**src/rtl/fetch_bundle_queue.sv**
```systemverilog
// fetch_bundle_queue
//   Fetch stage that sits behind the program counter. It issues at most one
//   bundle fetch per cycle, holds in-order memory responses in a DEPTH-entry
//   queue, and hands each bundle to decode as two instructions with the
//   bundle PC. A redirect flushes the queue and drops responses that are
//   still in flight for the old path.
//
// Ports
//   clk, reset          : clock (rising edge), synchronous active-high reset
//   pc, redirect        : current PC; jump/branch taken this cycle
//   pc_advance          : fetch request accepted, PC stage may step by 120
//   imem_req_*          : fetch request handshake and address (= pc)
//   imem_rsp_*          : in-order response bundle from instruction memory
//   dec_valid/ready     : head bundle handshake toward decode
//   dec_instr0/1, dec_pc: head bundle split into upper/lower instruction
//   err_unexpected_rsp  : sticky, a response arrived with nothing outstanding
module fetch_bundle_queue #(
  parameter int PC_W    = 72,
  parameter int INSTR_W = 60,
  parameter int DEPTH   = 4
) (
  input  logic                 clk,
  input  logic                 reset,
  input  logic [PC_W-1:0]      pc,
  input  logic                 redirect,
  output logic                 pc_advance,
  output logic                 imem_req_valid,
  input  logic                 imem_req_ready,
  output logic [PC_W-1:0]      imem_req_addr,
  input  logic                 imem_rsp_valid,
  input  logic [2*INSTR_W-1:0] imem_rsp_data,
  output logic                 dec_valid,
  input  logic                 dec_ready,
  output logic [INSTR_W-1:0]   dec_instr0,
  output logic [INSTR_W-1:0]   dec_instr1,
  output logic [PC_W-1:0]      dec_pc,
  output logic                 err_unexpected_rsp
);

  localparam int CW = $clog2(DEPTH + 1);
  localparam int PW = (DEPTH > 1) ? $clog2(DEPTH) : 1;
  localparam int BW = 2 * INSTR_W;

  localparam logic [0:0] RUN   = 1'b0;
  localparam logic [0:0] DRAIN = 1'b1;

  // Circular pointer step; explicit wrap keeps non-power-of-two depths legal.
  function automatic logic [PW-1:0] ptr_inc(input logic [PW-1:0] p);
    if (p == PW'(DEPTH - 1)) return '0;
    else                     return p + PW'(1);
  endfunction

  logic [0:0]    state;
  logic [CW-1:0] occ;
  logic [CW-1:0] outst;
  logic [CW-1:0] discard;
  logic [PW-1:0] head;
  logic [PW-1:0] tail;
  logic [PW-1:0] pc_wr;
  logic [PW-1:0] pc_rd;
  logic          err;

  logic [PC_W-1:0] pcq [DEPTH];
  logic [BW-1:0]   bq  [DEPTH];
  logic [PC_W-1:0] bpc [DEPTH];

  logic [CW:0]   fill;
  logic          accept;
  logic          rsp_ok;
  logic          rsp_spur;
  logic          push;
  logic          pop;
  logic [CW-1:0] discard_nxt;

  // Request side: queued bundles plus in-flight requests form the credit.
  assign fill           = {1'b0, occ} + {1'b0, outst};
  assign imem_req_valid = !reset && (state == RUN) && !redirect &&
                          (fill < (CW + 1)'(DEPTH));
  assign imem_req_addr  = pc;
  assign accept         = imem_req_valid && imem_req_ready;
  assign pc_advance     = accept;

  // Response side: only responses matching an outstanding request count.
  assign rsp_ok      = imem_rsp_valid && (outst != '0);
  assign rsp_spur    = imem_rsp_valid && (outst == '0);
  assign push        = rsp_ok && (state == RUN) && !redirect;
  assign pop         = dec_valid && dec_ready;
  // A same-cycle response is part of the stale set and is dropped here.
  assign discard_nxt = outst - CW'(rsp_ok);

  // Decode side: head of the registered queue, no bypass.
  assign dec_valid          = (occ != '0);
  assign dec_instr0         = bq[head][BW-1:INSTR_W];
  assign dec_instr1         = bq[head][INSTR_W-1:0];
  assign dec_pc             = bpc[head];
  assign err_unexpected_rsp = err;

  // ---- storage stage: request PCs and buffered bundles (data, no reset)
  always_ff @(posedge clk) begin
    if (accept) pcq[pc_wr] <= pc;
    if (push) begin
      bq[tail]  <= imem_rsp_data;
      bpc[tail] <= pcq[pc_rd];
    end
  end

  // ---- control stage: counters, pointers, state
  always_ff @(posedge clk) begin
    if (reset) begin
      state   <= RUN;
      occ     <= '0;
      outst   <= '0;
      discard <= '0;
      head    <= '0;
      tail    <= '0;
      pc_wr   <= '0;
      pc_rd   <= '0;
      err     <= 1'b0;
    end else begin
      outst <= outst + CW'(accept) - CW'(rsp_ok);
      // The PC FIFO tracks every outstanding request, stale or not, so it is
      // never flushed: dropped responses still retire their PC entry.
      if (accept) pc_wr <= ptr_inc(pc_wr);
      if (rsp_ok) pc_rd <= ptr_inc(pc_rd);
      if (rsp_spur) err <= 1'b1;
      if (redirect) begin
        occ     <= '0;
        head    <= '0;
        tail    <= '0;
        discard <= discard_nxt;
        state   <= (discard_nxt != '0) ? DRAIN : RUN;
      end else begin
        if (push) tail <= ptr_inc(tail);
        if (pop)  head <= ptr_inc(head);
        occ <= occ + CW'(push) - CW'(pop);
        if ((state == DRAIN) && rsp_ok) begin
          discard <= discard - CW'(1);
          if (discard == CW'(1)) state <= RUN;
        end
      end
    end
  end

endmodule

```
**config.mk**
```make
export PLATFORM = sky130hd
export DESIGN_NAME = fetch_bundle_queue
export DESIGN_NICKNAME = d
export VERILOG_FILES = /design/src/rtl/fetch_bundle_queue.sv
export SDC_FILE = /design/constraint.sdc
export NUM_CORES = 1
export LEC_CHECK = 0
export ABC_AREA = 1
export CAP_MARGIN = 0
export CORE_UTILIZATION = 35
export DETAILED_ROUTE_END_ITERATION = 7
export PLACE_DENSITY = 0.53
export SLEW_MARGIN = 20
export SYNTH_ARGS = -nofsm -noshare
export SYNTH_HDL_FRONTEND = slang
export SYNTH_SLANG_ARGS = --single-unit
```
**constraint.sdc**
```tcl
create_clock -name clk -period 20 [get_ports clk]
set_input_delay 2 -clock clk [delete_from_list [all_inputs] [get_ports clk]]
set_output_delay 2 -clock clk [all_outputs]
set_load 0.005 [all_outputs]
```
# [Word-level counts from Yosys, hierarchy flattened]
# Memories as Yosys holds them, arrays and structs flattened. A register that Yosys moved wholly into a read port is not among the register bits.
# Cells that the tools add are included.
[word_totals] ff_bits=19 ram_bits=1056 inputBits=198 n_memories=3 word_cells=70
[memory_table] name="bq" depth=4 width=120 rd=1 rd_ports_with_merged_regs=1 write_ports=1 line="64" source="logic [BW-1:0] bq [DEPTH];"
[memory_table] name="bpc" depth=4 width=72 rd=1 rd_ports_with_merged_regs=1 write_ports=1 line="65" source="logic [PC_W-1:0] bpc [DEPTH];"
[memory_table] name="pcq" depth=4 width=72 rd=1 rd_ports_with_merged_regs=1 write_ports=1 line="63" source="logic [PC_W-1:0] pcq [DEPTH];"
[op_classes] n_reduce_logical=20 order_cmp=1 n_mux=20 n_addsub=11 n_eq_ne=5 bitwise_logic=1
[op_table] op="2-to-1 mux 2 bit" count=10
[op_table] op="logical AND 1 bit" count=10
[op_table] op="nonzero test 3 bit" count=3
[op_table] op="subtractor 3 x 1 -> 3 bit" count=3
[op_table] op="adder 2 x 1 -> 2 bit, second input constant" count=4
[op_table] op="equality test 2 bit, second input constant" count=4
[op_table] op="2-to-1 mux 1 bit" count=8
[op_table] op="adder 3 x 1 -> 3 bit" count=2
[op_table] op="2-to-1 mux 3 bit" count=2
[op_table] op="adder 3 x 3 -> 4 bit" count=1
[op_table] op="less-than comparator 4 x 3 -> 1 bit, second input constant" count=1
[op_table] op="nonzero test 2 bit" count=2
[op_table] op="equality test 3 x 1 -> 1 bit, second input constant" count=1
[op_table] op="zero test 3 bit" count=1
[op_table] op="subtractor 3 x 1 -> 3 bit, second input constant" count=1
[op_table] op="zero test 1 bit" count=2
[op_table] op="AND reduction 2 bit" count=1
[op_table] op="OR reduction 2 bit" count=1
[op_table] op="inverter 1 bit" count=1

# [Depth between registers and ports, before layout]
# Gate-level depths: netlist of the first run.
[depth] word_depth=7 depth_mapped=13 depth_no_buf=13

# [Worst setup path before layout of the first run]
# No wires, ideal clock.
[synth_path] path_type="in2reg" startpoint="input redirect" endpoint="memory bpc[0][0] (enable)" path_slack_ns=8.866 stages=3 t_arrival_ns=10.385 cell_sequence="nor2_1 > nand3_1 > nor2_1"
[synth_between] elab_chain_len=4
[synth_rtl] item="start, declared" line="25" source="input logic redirect,"
[synth_rtl] item="zero test 1 bit" line="86" source="assign push = rsp_ok && (state == RUN) && !redirect;"
[synth_rtl] item="logical AND 1 bit" line="86"
[synth_rtl] item="2-to-1 mux 1 bit" line="101" source="if (push) begin"
[synth_rtl] item="2-to-1 mux 1 bit (implied by the code)" line="103" source="bpc[tail] <= pcq[pc_rd];"
[synth_rtl] item="end, declared" line="65"
# Every way passes these cells.

==> flow_metrics.env, run 1 <==
export IMPL_io_pins=466
export IMPL_fin_crit_ns=6.44
export IMPL_crit_slowest_cell="buf_4"
export IMPL_endpoint_kind="primary output"
export IMPL_internal_power_uw=4070
export IMPL_antenna_found_initial=9
export IMPL_worstPathRequired_ns=18.00
export IMPL_clk_insertion_delay_late_ns=0.70
export IMPL_portBuffers=465
export IMPL_cap_violations=0
export IMPL_numCtsBuffers=111
export IMPL_syn_cell_area_sq_mm=0.0410
export IMPL_fp_dieArea_sq_mm=0.118
export IMPL_setup_viol=0
export IMPL_clk_pin_slew_worst_paths_ns=0.06
export IMPL_stdcell_count=4793
export IMPL_power_density_mw_per_mm2=109
export IMPL_place_congestion=0.720
export IMPL_antenna_left=0
export IMPL_drt_pass1_iter_count=4
export IMPL_die_height_um=344
export IMPL_synth_avg_cell_area_sq_um=14.6
export IMPL_synth_area_leader_cell="edfxtp_1"
export IMPL_crit_chain="inv_6 -> buf_4 -> buf_4 -> o21ai_0 -> o22ai_1 -> clkdlybuf4s50_1"
export IMPL_grt_pass1_wl_um=145000
export IMPL_p_switching_uw=1330
export IMPL_clockBufferDepth=3
export IMPL_power_share_clock_pct=36.9
export IMPL_grt_usage_pct=16.1
export IMPL_nNetsFinal=3393
export IMPL_hold_class="flip-flop to flip-flop"
export IMPL_fin_skew_ns=0.0256
export IMPL_post_cts_buffers=0
export IMPL_max_freq_mhz=155
export IMPL_rsz0062_at_grt="false"
export IMPL_p_total_uw=5410
export IMPL_post_dp_cell_area_sq_mm=0.0463
export IMPL_grt_overflow_total=0
export IMPL_numClockSinks=1079
export IMPL_placedCellCount=4584
export IMPL_drive_gt1_share_pct=6.61
export IMPL_crit_fanout=77
export IMPL_start_kind="flip-flop"
export IMPL_drtIter0Drc=1458
export IMPL_dp_hpwl_um=54000
export IMPL_grt_pass1_vias=22900
export IMPL_max_vdd_ir_drop_v=0.0000615
export IMPL_maxSlewHeadroom_pct=18.4
export IMPL_area_delta_synth_final_pct=21.5
export IMPL_criticalPathCategory="flip-flop to primary output"
export IMPL_hold_viol=0
export IMPL_crit_arrival_ns=4.44
export IMPL_start_util_pct=35.3
export IMPL_vias=23500
export IMPL_final_area_sq_mm=0.0498
export IMPL_nFillCells=10400
export IMPL_core_area_sq_mm=0.116
export IMPL_sequentialPowerShare_pct=49.6
export IMPL_drc_errors=0
export IMPL_cts_root_buf="clkbuf_16"
export IMPL_yosys_warnings=0
export IMPL_worst_slew_pin_slew_ns=1.22
export IMPL_swShare_pct=24.7
export IMPL_setup_tns_ns=0
export IMPL_status="complete, no violations"
export IMPL_synthCells=2806
export IMPL_synthDistinctLibCells=26
export IMPL_cts_tree="yes"
export IMPL_period_share_pct=32.2
export IMPL_yosysSeqAreaShare_pct=78.5
export IMPL_drv_slew=0
export IMPL_final_cell_mix="edfxtp_1, nor2_1, clkdlybuf4s50_1"
export IMPL_power_frac_comb_pct=13.6
export IMPL_grt_max_degree=197
export IMPL_yosys_area_top_type_share_pct=77.4
export IMPL_path_common_cell="buf_4"
export IMPL_synth_net_count=3026
export IMPL_postCtsResizedCells=0
export IMPL_ctsHoldBuffers=0
export IMPL_htreeDepth=3
export IMPL_max_stage_delay_ns=0.85
export IMPL_critPathBufInv=4
export IMPL_vias_per_cell=4.91
export IMPL_routed_wl_um=97500
export IMPL_rrSetupSlack_ns=16.00
export IMPL_path_delay_family="buffers and inverters"
export IMPL_layout_commonest_cell="edfxtp_1"
export IMPL_p_leak_uw=0.0162
export IMPL_rows=125
export IMPL_wire_per_inst_um=20.3
export IMPL_yosys_top_cells_area="edfxtp_1, nor2_1, o21ai_0"
export IMPL_synth_seq_cells=1079
export IMPL_die_w_um=344
## worst paths after layout
kind	from	to	cells after the start
max	flip-flop	dec_pc[70]	6
min reg2reg	err_unexpected_rsp$_SDFFE_PP0P_	err_unexpected_rsp$_SDFFE_PP0P_	2
max reg2reg	outst[2]$_SDFF_PP0_	bq[0][74]$_DFFE_PP_	7
min	err_unexpected_rsp$_SDFFE_PP0P_	err_unexpected_rsp$_SDFFE_PP0P_	2
## state kept, by name (all words and copies together) (netlist names), named ones only
| name | cells |
|---|---|
| pc_rd | 2 |
| tail | 2 |
| err_unexpected_rsp | 1 |
| bq | 480 |
| outst | 3 |
| head | 2 |
| pcq | 288 |
| bpc | 288 |
| pc_wr | 2 |
| discard | 3 |
| occ | 3 |
| state | 1 |
## cell type report
class,count,area [sq um],area share [%]
Tap cell,1524,1910,3.83
Multi-Input combinational cell,1441,7060,14.2
Timing Repair Buffer,499,4930,9.91
Clock inverter,61,502,1.01
Clock buffer,146,3030,6.09
Sequential cell,1079,32200,64.6
Antenna cell,2,5.00,0.0101
Inverter,41,174,0.349
## power by group through the flow
stage	sequential [uW]	combinational, uW	clock (uW)
after floorplan	2740	379	0
after global placement	2730	744	0
after detailed placement	2730	750	0
after CTS	2680	752	2050
after global routing	2690	817	2130
final	2680	734	1990
## kinds of logic after synthesis
logic type	count (synthesis)	share of synthesized area (%)
fa+ha+maj	22	0.709
flops	1079	78.5
buf+inv	286	4.39
compound gates	805	10.6
simple gates	611	5.67
xor+xnor	3	0.0641
## routing by layer
| layer | global-route usage [%] | wire length [um] | share of wire [%] | vias up |
|---|---|---|---|---|
| met3 | 3.20 | 5590 | 5.7 | 115 |
| li1 | - | - | - | 11200 |
| met2 | 25.7 | 45500 | 47 | 543 |
| met4 | 4.38 | 1540 | 1.6 | 8 |
| met5 | 0 | 49 | 0.050 | - |
| met1 | 22.5 | 44800 | 46 | 11700 |
## tightest hold or removal path: stages (launching register included)
cell and delay (ns):
dfxtp_1 0.32, inv_1 0.05, a21oi_1 0.05
## cell usage after synthesis (all sizes together)
| master | number |
|---|---|
| buf | 152 |
| o21ai | 533 |
| xnor2 | 1 |
| nand2 | 29 |
| inv | 41 |
| ha | 20 |
| xor2 | 2 |
| o22ai | 264 |
| dfxtp | 23 |
| fa | 2 |
| or2 | 1 |
| clkbuf | 93 |
| edfxtp | 1056 |
| nand3 | 12 |
| nor2 | 569 |
| a21oi | 8 |
## metrics by stage
stage / hold slack, ns / util [%] / worst slack, ns
global route: 0.508 / 42.9 / 13.29
detailed placement: 0.473 / 39.9 / 13.66
finish: 0.475 / 42.9 / 13.56
CTS: 0.483 / 42.9 / 13.44
floorplan: 0.441 / - / 8.87
global placement: 0.472 / 39.9 / 13.68
Power figures use the tool's default switching activity.
==> run 2, diff against run 1 <==
--- a/config.mk
+++ b/config.mk
@@ -9,7 +9,7 @@
 export CAP_MARGIN = 0
 export CORE_UTILIZATION = 35
 export DETAILED_ROUTE_END_ITERATION = 7
-export PLACE_DENSITY = 0.53
+export PLACE_DENSITY = 0.55
 export SLEW_MARGIN = 20
 export SYNTH_ARGS = -nofsm -noshare
 export SYNTH_HDL_FRONTEND = slang
==> constraint.sdc (replaced) <==
create_clock -name clk -period 5.3 [get_ports clk]
set_input_delay 0.53 -clock clk [delete_from_list [all_inputs] [get_ports clk]]
set_output_delay 0.53 -clock clk [all_outputs]
set_load 0.005 [all_outputs]
==> flow_metrics.env, run 2 (synthesized netlist as in run 1, its figures left out) <==
export IMPL_routed_wl_um=98100
export IMPL_area_delta_synth_final_pct=22.6
export IMPL_antenna_found_initial=8
export IMPL_setup_viol=0
export IMPL_fin_skew_ns=0.0299
export IMPL_max_freq_mhz=265
export IMPL_start_kind="flip-flop"
export IMPL_clockBufferDepth=3
export IMPL_drt_pass1_iter_count=5
export IMPL_die_w_um=344
export IMPL_power_frac_comb_pct=13.6
export IMPL_postCtsResizedCells=0
export IMPL_numClockSinks=1079
export IMPL_period_share_pct=71.2
export IMPL_worst_slew_pin_slew_ns=1.25
export IMPL_grt_max_degree=189
export IMPL_stdcell_count=4816
export IMPL_status="complete, no violations"
export IMPL_worst_slack_ns=1.53
export IMPL_start_util_pct=35.3
export IMPL_pre_cts_slack_ns=1.77
export IMPL_crit_arrival_ns=3.24
export IMPL_maxSlewHeadroom_pct=16.6
export IMPL_layout_area_seq_sq_mm=0.0322
export IMPL_internal_power_uw=15600
export IMPL_rsz0062_at_grt="false"
export IMPL_wire_per_inst_um=20.4
export IMPL_p_switching_uw=5110
export IMPL_dp_hpwl_um=56300
export IMPL_cap_violations=0
export IMPL_clk_pin_slew_worst_paths_ns=0.06
export IMPL_ctsHoldBuffers=0
export IMPL_endpoint_kind="primary output"
export IMPL_antenna_left=0
export IMPL_largest_reg_flops=480
export IMPL_io_pins=466
export IMPL_fp_dieArea_sq_mm=0.118
export IMPL_fin_util_pct=43.3
export IMPL_power_share_clock_pct=37.4
export IMPL_portBuffers=465
export IMPL_p_leak_uw=0.0164
export IMPL_worstPathRequired_ns=4.77
export IMPL_rrSetupSlack_ns=2.37
export IMPL_drv_slew=0
export IMPL_drc_errors=0
export IMPL_die_height_um=344
export IMPL_multi_input_area_sq_mm=0.00706
export IMPL_core_area_sq_mm=0.116
export IMPL_layout_commonest_cell="edfxtp_1"
export IMPL_hold_viol=0
export IMPL_top_regs="bq: 480 flops, bpc: 288 flops, pcq: 288 flops"
export IMPL_criticalPathCategory="flip-flop to primary output"
export IMPL_final_cell_mix="edfxtp_1, nor2_1, clkdlybuf4s50_1"
export IMPL_placedCellCount=4604
export IMPL_rows=125
export IMPL_cts_tree="yes"
export IMPL_regMostFlops="bq"
export IMPL_numCtsBuffers=110
export IMPL_grt_usage_pct=16.3
export IMPL_grt_pass1_wl_um=145000
export IMPL_crit_fanout=179
export IMPL_vias=23800
export IMPL_htreeDepth=3
export IMPL_drive_gt1_share_pct=7.18
export IMPL_fin_crit_ns=3.77
export IMPL_vias_per_cell=4.94
export IMPL_nNetsFinal=3412
export IMPL_hold_class="flip-flop to flip-flop"
export IMPL_place_congestion=0.733
export IMPL_sequentialPowerShare_pct=49.0
export IMPL_swShare_pct=24.7
export IMPL_nFillCells=10400
export IMPL_grt_pass1_vias=23200
export IMPL_cts_root_buf="clkbuf_16"
export IMPL_drtIter0Drc=1720
export IMPL_post_cts_buffers=0
export IMPL_clk_insertion_delay_late_ns=0.70
export IMPL_max_vdd_ir_drop_v=0.000234
export IMPL_grt_overflow_total=0
export IMPL_power_density_mw_per_mm2=411
## run 2: layer usage
layer	vias up	wire length, um	global-route usage, %	share of wire, %
li1	11300	-	-	-
met1	11800	44200	22.1	45
met2	606	46600	26.5	47
met3	121	5460	3.19	5.6
met4	10	1850	4.42	1.9
met5	-	65	0	0.066
## run 2: path summary, 6_finish.rpt
check | depth (start not counted) | endpoint | startpoint
min | 2 | err_unexpected_rsp$_SDFFE_PP0P_ | err_unexpected_rsp$_SDFFE_PP0P_
max | 5 | dec_pc[15] | flip-flop
min reg2reg | 2 | err_unexpected_rsp$_SDFFE_PP0P_ | err_unexpected_rsp$_SDFFE_PP0P_
max reg2reg | 7 | pcq[2][29]$_DFFE_PP_ | outst[2]$_SDFF_PP0_
## run 2: final cells by class
| cell class | instances | area share [%] |
|---|---|---|
| Sequential cell | 1079 | 64.1 |
| Multi-Input combinational cell | 1441 | 14.0 |
| Timing Repair Buffer | 519 | 10.5 |
| Clock buffer | 140 | 5.87 |
| Tap cell | 1524 | 3.80 |
| Clock inverter | 66 | 1.37 |
| Inverter | 41 | 0.346 |
| Antenna cell | 6 | 0.0299 |
## run 2: power by group through the flow
stage                     sequential [uW]  combinational [uW]  clock (uW)
final                               10100                2820        7730
after global routing                10100                3130        8260
after CTS                           10100                2890        7940
after detailed placement            10300                2880           0
after global placement              10300                2860           0
after floorplan                     10300                1430           0
## run 2: per-stage QoR
stage / total power, uW / cell area (sq um) / TNS [ns] / hold slack, ns
detailed placement: 13200 / 46600 / 0 / 0.445
finish: 20700 / 50200 / 0 / 0.449
floorplan: 11700 / 41000 / -890.91 / 0.441
CTS: 20900 / 50200 / 0 / 0.396
global placement: 13200 / 46600 / 0 / 0.451
global route: 21500 / 50200 / 0 / 0.430
## run 2: critical path, cell delays in order, from the launching register on
cell and delay, ns:
dfxtp_4 0.40, inv_12 0.51, buf_12 0.44, o21ai_1 0.10, o22ai_1 0.31, clkdlybuf4s50_1 0.57
==> run 3, diff against run 2 <==
--- a/config.mk
+++ b/config.mk
@@ -9,7 +9,7 @@
 export CAP_MARGIN = 0
 export CORE_UTILIZATION = 35
 export DETAILED_ROUTE_END_ITERATION = 7
-export PLACE_DENSITY = 0.55
+export PLACE_DENSITY = 0.53
 export SLEW_MARGIN = 20
 export SYNTH_ARGS = -nofsm -noshare
 export SYNTH_HDL_FRONTEND = slang
==> constraint.sdc (replaced) <==
create_clock -name clk -period 3.7 [get_ports clk]
set_input_delay 0.37 -clock clk [delete_from_list [all_inputs] [get_ports clk]]
set_output_delay 0.37 -clock clk [all_outputs]
set_load 0.005 [all_outputs]
==> flow_metrics.env, run 3 (synthesized netlist as in run 1, its figures left out) <==
export IMPL_fin_crit_ns=3.43
export IMPL_crit_arrival_ns=3.06
export IMPL_fin_util_pct=43.7
export IMPL_numCtsBuffers=113
export IMPL_grt_pass1_wl_um=146000
export IMPL_max_stage_delay_ns=0.86
export IMPL_core_area_sq_mm=0.116
export IMPL_die_w_um=344
export IMPL_rr_endpoint="pcq[3][45]$_DFFE_PP_"
export IMPL_clk_pin_slew_worst_paths_ns=0.06
export IMPL_cts_root_buf="clkbuf_16"
export IMPL_fp_dieArea_sq_mm=0.118
export IMPL_antenna_left=0
export IMPL_cap_violations=0
export IMPL_hold_viol=0
export IMPL_rows=125
export IMPL_grt_pass1_vias=23200
export IMPL_vias_per_cell=4.93
export IMPL_regMostFlops="bq"
export IMPL_endpoint_kind="primary output"
export IMPL_status="complete, no violations"
export IMPL_nNetsFinal=3438
export IMPL_area_delta_synth_final_pct=23.9
export IMPL_htreeDepth=3
export IMPL_grt_max_degree=94
export IMPL_grt_usage_pct=16.2
export IMPL_power_density_mw_per_mm2=585
export IMPL_numClockSinks=1079
export IMPL_clk_insertion_delay_late_ns=0.69
export IMPL_rrSetupSlack_ns=1.25
export IMPL_wire_per_inst_um=20.3
export IMPL_largest_reg_flops=480
export IMPL_criticalPathCategory="flip-flop to primary output"
export IMPL_vias=23900
export IMPL_drv_slew=0
export IMPL_clockBufferDepth=3
export IMPL_multi_input_area_sq_mm=0.00708
export IMPL_final_area_sq_mm=0.0507
export IMPL_p_leak_uw=0.0165
export IMPL_routed_wl_um=98100
export IMPL_grt_overflow_total=0
export IMPL_start_util_pct=35.3
export IMPL_path_delay_family="buffers and inverters"
export IMPL_drtIter0Drc=1542
export IMPL_post_dp_cell_area_sq_mm=0.0471
export IMPL_rr_worst_depth=7
export IMPL_layout_commonest_cell="edfxtp_1"
export IMPL_portBuffers=465
export IMPL_rsz0062_at_grt="false"
export IMPL_top_regs="bq: 480 flops, bpc: 288 flops, pcq: 288 flops"
export IMPL_fin_skew_ns=0.0218
export IMPL_drt_pass1_iter_count=5
export IMPL_setup_viol=0
export IMPL_cts_tree="yes"
export IMPL_maxSlewHeadroom_pct=43.8
export IMPL_ctsHoldBuffers=0
export IMPL_crit_chain="buf_4 -> o21ai_0 -> o22ai_1 -> clkdlybuf4s50_1"
export IMPL_period_share_pct=92.8
export IMPL_max_freq_mhz=291
export IMPL_hold_depth=1
export IMPL_nFillCells=10400
export IMPL_max_vdd_ir_drop_v=0.000429
export IMPL_drc_errors=0
export IMPL_critPathBufInv=2
export IMPL_antenna_found_initial=6
export IMPL_final_cell_mix="edfxtp_1, nor2_1, clkdlybuf4s50_1"
export IMPL_post_cts_buffers=0
export IMPL_layout_area_seq_sq_mm=0.0322
export IMPL_drive_gt1_share_pct=7.68
export IMPL_place_congestion=0.733
export IMPL_hold_class="input port to flip-flop"
export IMPL_die_height_um=344
export IMPL_io_pins=466
export IMPL_crit_fanout=54
export IMPL_postCtsResizedCells=0
export IMPL_crit_slowest_cell="dfxtp_4"
export IMPL_dp_hpwl_um=58800
export IMPL_rr_startpoint="occ[1]$_SDFF_PP0_"
export IMPL_worstPathRequired_ns=3.33
export IMPL_p_total_uw=29700
export IMPL_crit_path_end="dec_instr0[26]"
export IMPL_worst_slew_pin_slew_ns=0.843
export IMPL_cp_depth=4
export IMPL_start_kind="flip-flop"
==> run 3: cell types whose count changed in the layout (fill, tap and decap cells not counted), sizes merged <==
cell,previous run,this run
inv,47,43
clkinvlp,3,6
clkbuf,140,143
clkinv,46,41
diode,6,7
buf,54,77
==> run 3: power breakdown <==
| group | switching, uW | internal [uW] | total, uW |
|---|---|---|---|
| sequential | 132 | 14300 | 14500 |
| clock | 4550 | 6480 | 11000 |
| combinational | 2550 | 1610 | 4160 |
| total | 7230 | 22400 | 29700 |
==> run 3: metrics by stage <==
step                      TNS, ns  hold slack, ns  std cells  setup slack (ns)
final                           0           0.316       4837             0.266
after global routing            0           0.285       4832            0.0817
after CTS                       0           0.252       4830             0.156
after detailed placement        0           0.473       4627             0.775
after global placement          0           0.468       4627             0.816
after floorplan           -449.45           0.434       2806            -0.872
==> run 3: layout make-up <==
type                    instances  area share [%]
flip-flops and latches       1079            63.4
multi-input cells            1441            14.0
inverters                      41           0.343
well taps                    1524            3.76
diodes                          7          0.0345
repair buffers                542            11.4
clock inverters                60            1.15
clock buffers                 143            5.94
==> run 3: worst min-delay path by stage <==
stage	endpoint	from
after global placement	discard[1]$_SDFFE_PP0P_	discard[1]$_SDFFE_PP0P_
after global routing	bq[1][22]$_DFFE_PP_	imem_rsp_data[22]
final	bq[0][29]$_DFFE_PP_	imem_rsp_data[29]
after CTS	bq[3][113]$_DFFE_PP_	imem_rsp_data[113]
after floorplan	outst[1]$_SDFF_PP0_	reset
after detailed placement	discard[1]$_SDFFE_PP0P_	discard[1]$_SDFFE_PP0P_
==> run 3: metal layers <==
metal / vias to the layer above / share of wire [%] / track usage (%) / wire length [um]
met1: 11800 / 46 / 22.5 / 45100
li1: 11300 / - / - / -
met5: - / 0.042 / 0 / 41
met4: 6 / 1.9 / 4.66 / 1900
met2: 565 / 47 / 26.1 / 45900
met3: 125 / 5.3 / 2.85 / 5200
==> RTL edit, RTL diff (settings of run 2) <==
Reset style: asynchronous (`reset`), changed in one clocked block. Comments in the files are not updated.
--- a/src/rtl/fetch_bundle_queue.sv
+++ b/src/rtl/fetch_bundle_queue.sv
@@ -106,5 +106,5 @@
 
   // ---- control stage: counters, pointers, state
-  always_ff @(posedge clk) begin
+  always_ff @(posedge clk or posedge reset) begin
     if (reset) begin
       state   <= RUN;
Check against the original RTL: differs if reset is asserted again (counterexample within 4 cycles, from zero or initial values and one cycle with reset high); with reset held inactive, the same outputs for 4 cycles.
==> RTL edit against run 2 <==
Maximum frequency shrank 11%. Synthesized area shrank 0.34%. Sequential cell count shrank 4. Worst setup slack lost 0.45 ns. Highest routed layer unchanged. Final area shrank 0.48%. Power grew 12%. Die area shrank 0.34%. Hold slack lost 0.083 ns. Combinational power grew 91%. Register-to-register slack gained 0.08 ns. Global-route usage shrank 0.15 points. Routed wire length shrank 0.56%. Sequential share of layout area grew 0.34 points.
==> RTL edit: results (changes against run 2) <==
Outcome
  – Status: finished clean

Global route
  – Met3 Usage GRT: 3.33% (+0.14 points)
  – Total track usage: 16.1% (-0.15 points)
  – Initial antenna violation count: 3 (-5)

Layout
  – Ratio of cells with drive above 1 in the final layout: 6.72% (-0.47 points)
  – Fin nets: 3,374 (-1.1%)

Setup path
  – R2r endpoint: pcq[2][39]$_DFFE_PP_
  – Flop2flop setup slack: 2.45 ns (+0.08 ns)
  – RR Startpoint: occ[1]$_DFF_PP0_

Pwr
  – Power Clock: 0.00762 W (-1%)
  – Part of the power in registers: 44.0% (-5.0 points)
  – Cell leakage power: 16.2 nW (-1.3%)
  – Internal power: 0.0166 W (+6.5%)
  – Maximum VDD drop: 0.283 mV (+21%)

Timing
  – Final WS setup: 1.08 ns (-0.448 ns)
  – Slew headroom: 31.5% (+15 points)

Placed design
  – DP Worst Slack: 1.73 ns (-0.0365 ns)
  – HPWL Detailed: 56.0 mm (-0.68%)
  – Placed inst area: 0.0464 mm² (-0.39%)

Synthesis
  – Seq/Total Area, Yosys: 78.8% (+0.31 points)
  – Synth unique cells: 29 (+12%)
  – Ranking of synthesized cells by area: edfxtp_1 78%, o21ai_0 5.3%, nor2_1 5.1%, o22ai_1 4.0%, buf_4 1.8%
  – Post-synthesis cell count: 2,785 (-0.75%)

Drt
  – Wl on met1: 41.7 mm (-5.7%)
  – Total Wirelength: 97.6 mm (-0.56%)
  – DR vias/cell: 4.94 (about the same)
## RTL edit: changes by cell type in the layout (fill, tap and decap cells not counted), sizes merged, moves of 2 or more
cell / delta
clkbuf: -7
inv: -9
dfxtp: -23
nand2: +7
buf: -14
diode: -5
clkinv: +6
a21oi: -7
nor2: -18
dfrtp: +19
clkinvlp: +2
## RTL edit: how the worst max path moves through the flow
| stage | start | endpoint | cells after the start |
|---|---|---|---|
| final | head[1]$_DFFE_PP0P_ | dec_instr1[26] | 5 |
| after global routing | head[1]$_DFFE_PP0P_ | dec_instr1[26] | 5 |
| after CTS | head[1]$_DFFE_PP0P_ | dec_instr1[26] | 5 |
| after detailed placement | head[1]$_DFFE_PP0P_ | dec_instr1[26] | 5 |
| after global placement | head[1]$_DFFE_PP0P_ | dec_instr1[26] | 5 |
| after floorplan | redirect | bpc[0][0]$_DFFE_PP_ | 6 |
## RTL edit: cell families (layout without fill, tap and decap cells)
family          Yosys count  in the layout  share of synthesized area, %
compound gates          799            799                          10.6
fa+ha+maj                21             21                         0.680
simple gates            602            602                          5.60
other cells               0              1                             0
buf+inv                 283            744                          4.16
xor+xnor                  4              4                        0.0858
mux                       1              1                        0.0245
flops                  1075           1075                          78.8
## RTL edit: cell type report
class / count / area, µm²
Fill cell: 10300 / 65000
Sequential cell: 1075 / 32200
Multi-Input combinational cell: 1427 / 7000
Timing Repair Buffer: 505 / 5170
Clock buffer: 133 / 2900
Tap cell: 1512 / 1890
Clock inverter: 70 / 683
Inverter: 36 / 155
Antenna cell: 1 / 2.50
## RTL edit: worst max-delay path: stages, from the launching register on
cell and delay (ns):
dfrtp_4 0.74, inv_6 0.76, buf_4 0.48, o21ai_0 0.15
o22ai_1 0.24, clkdlybuf4s50_1 0.55
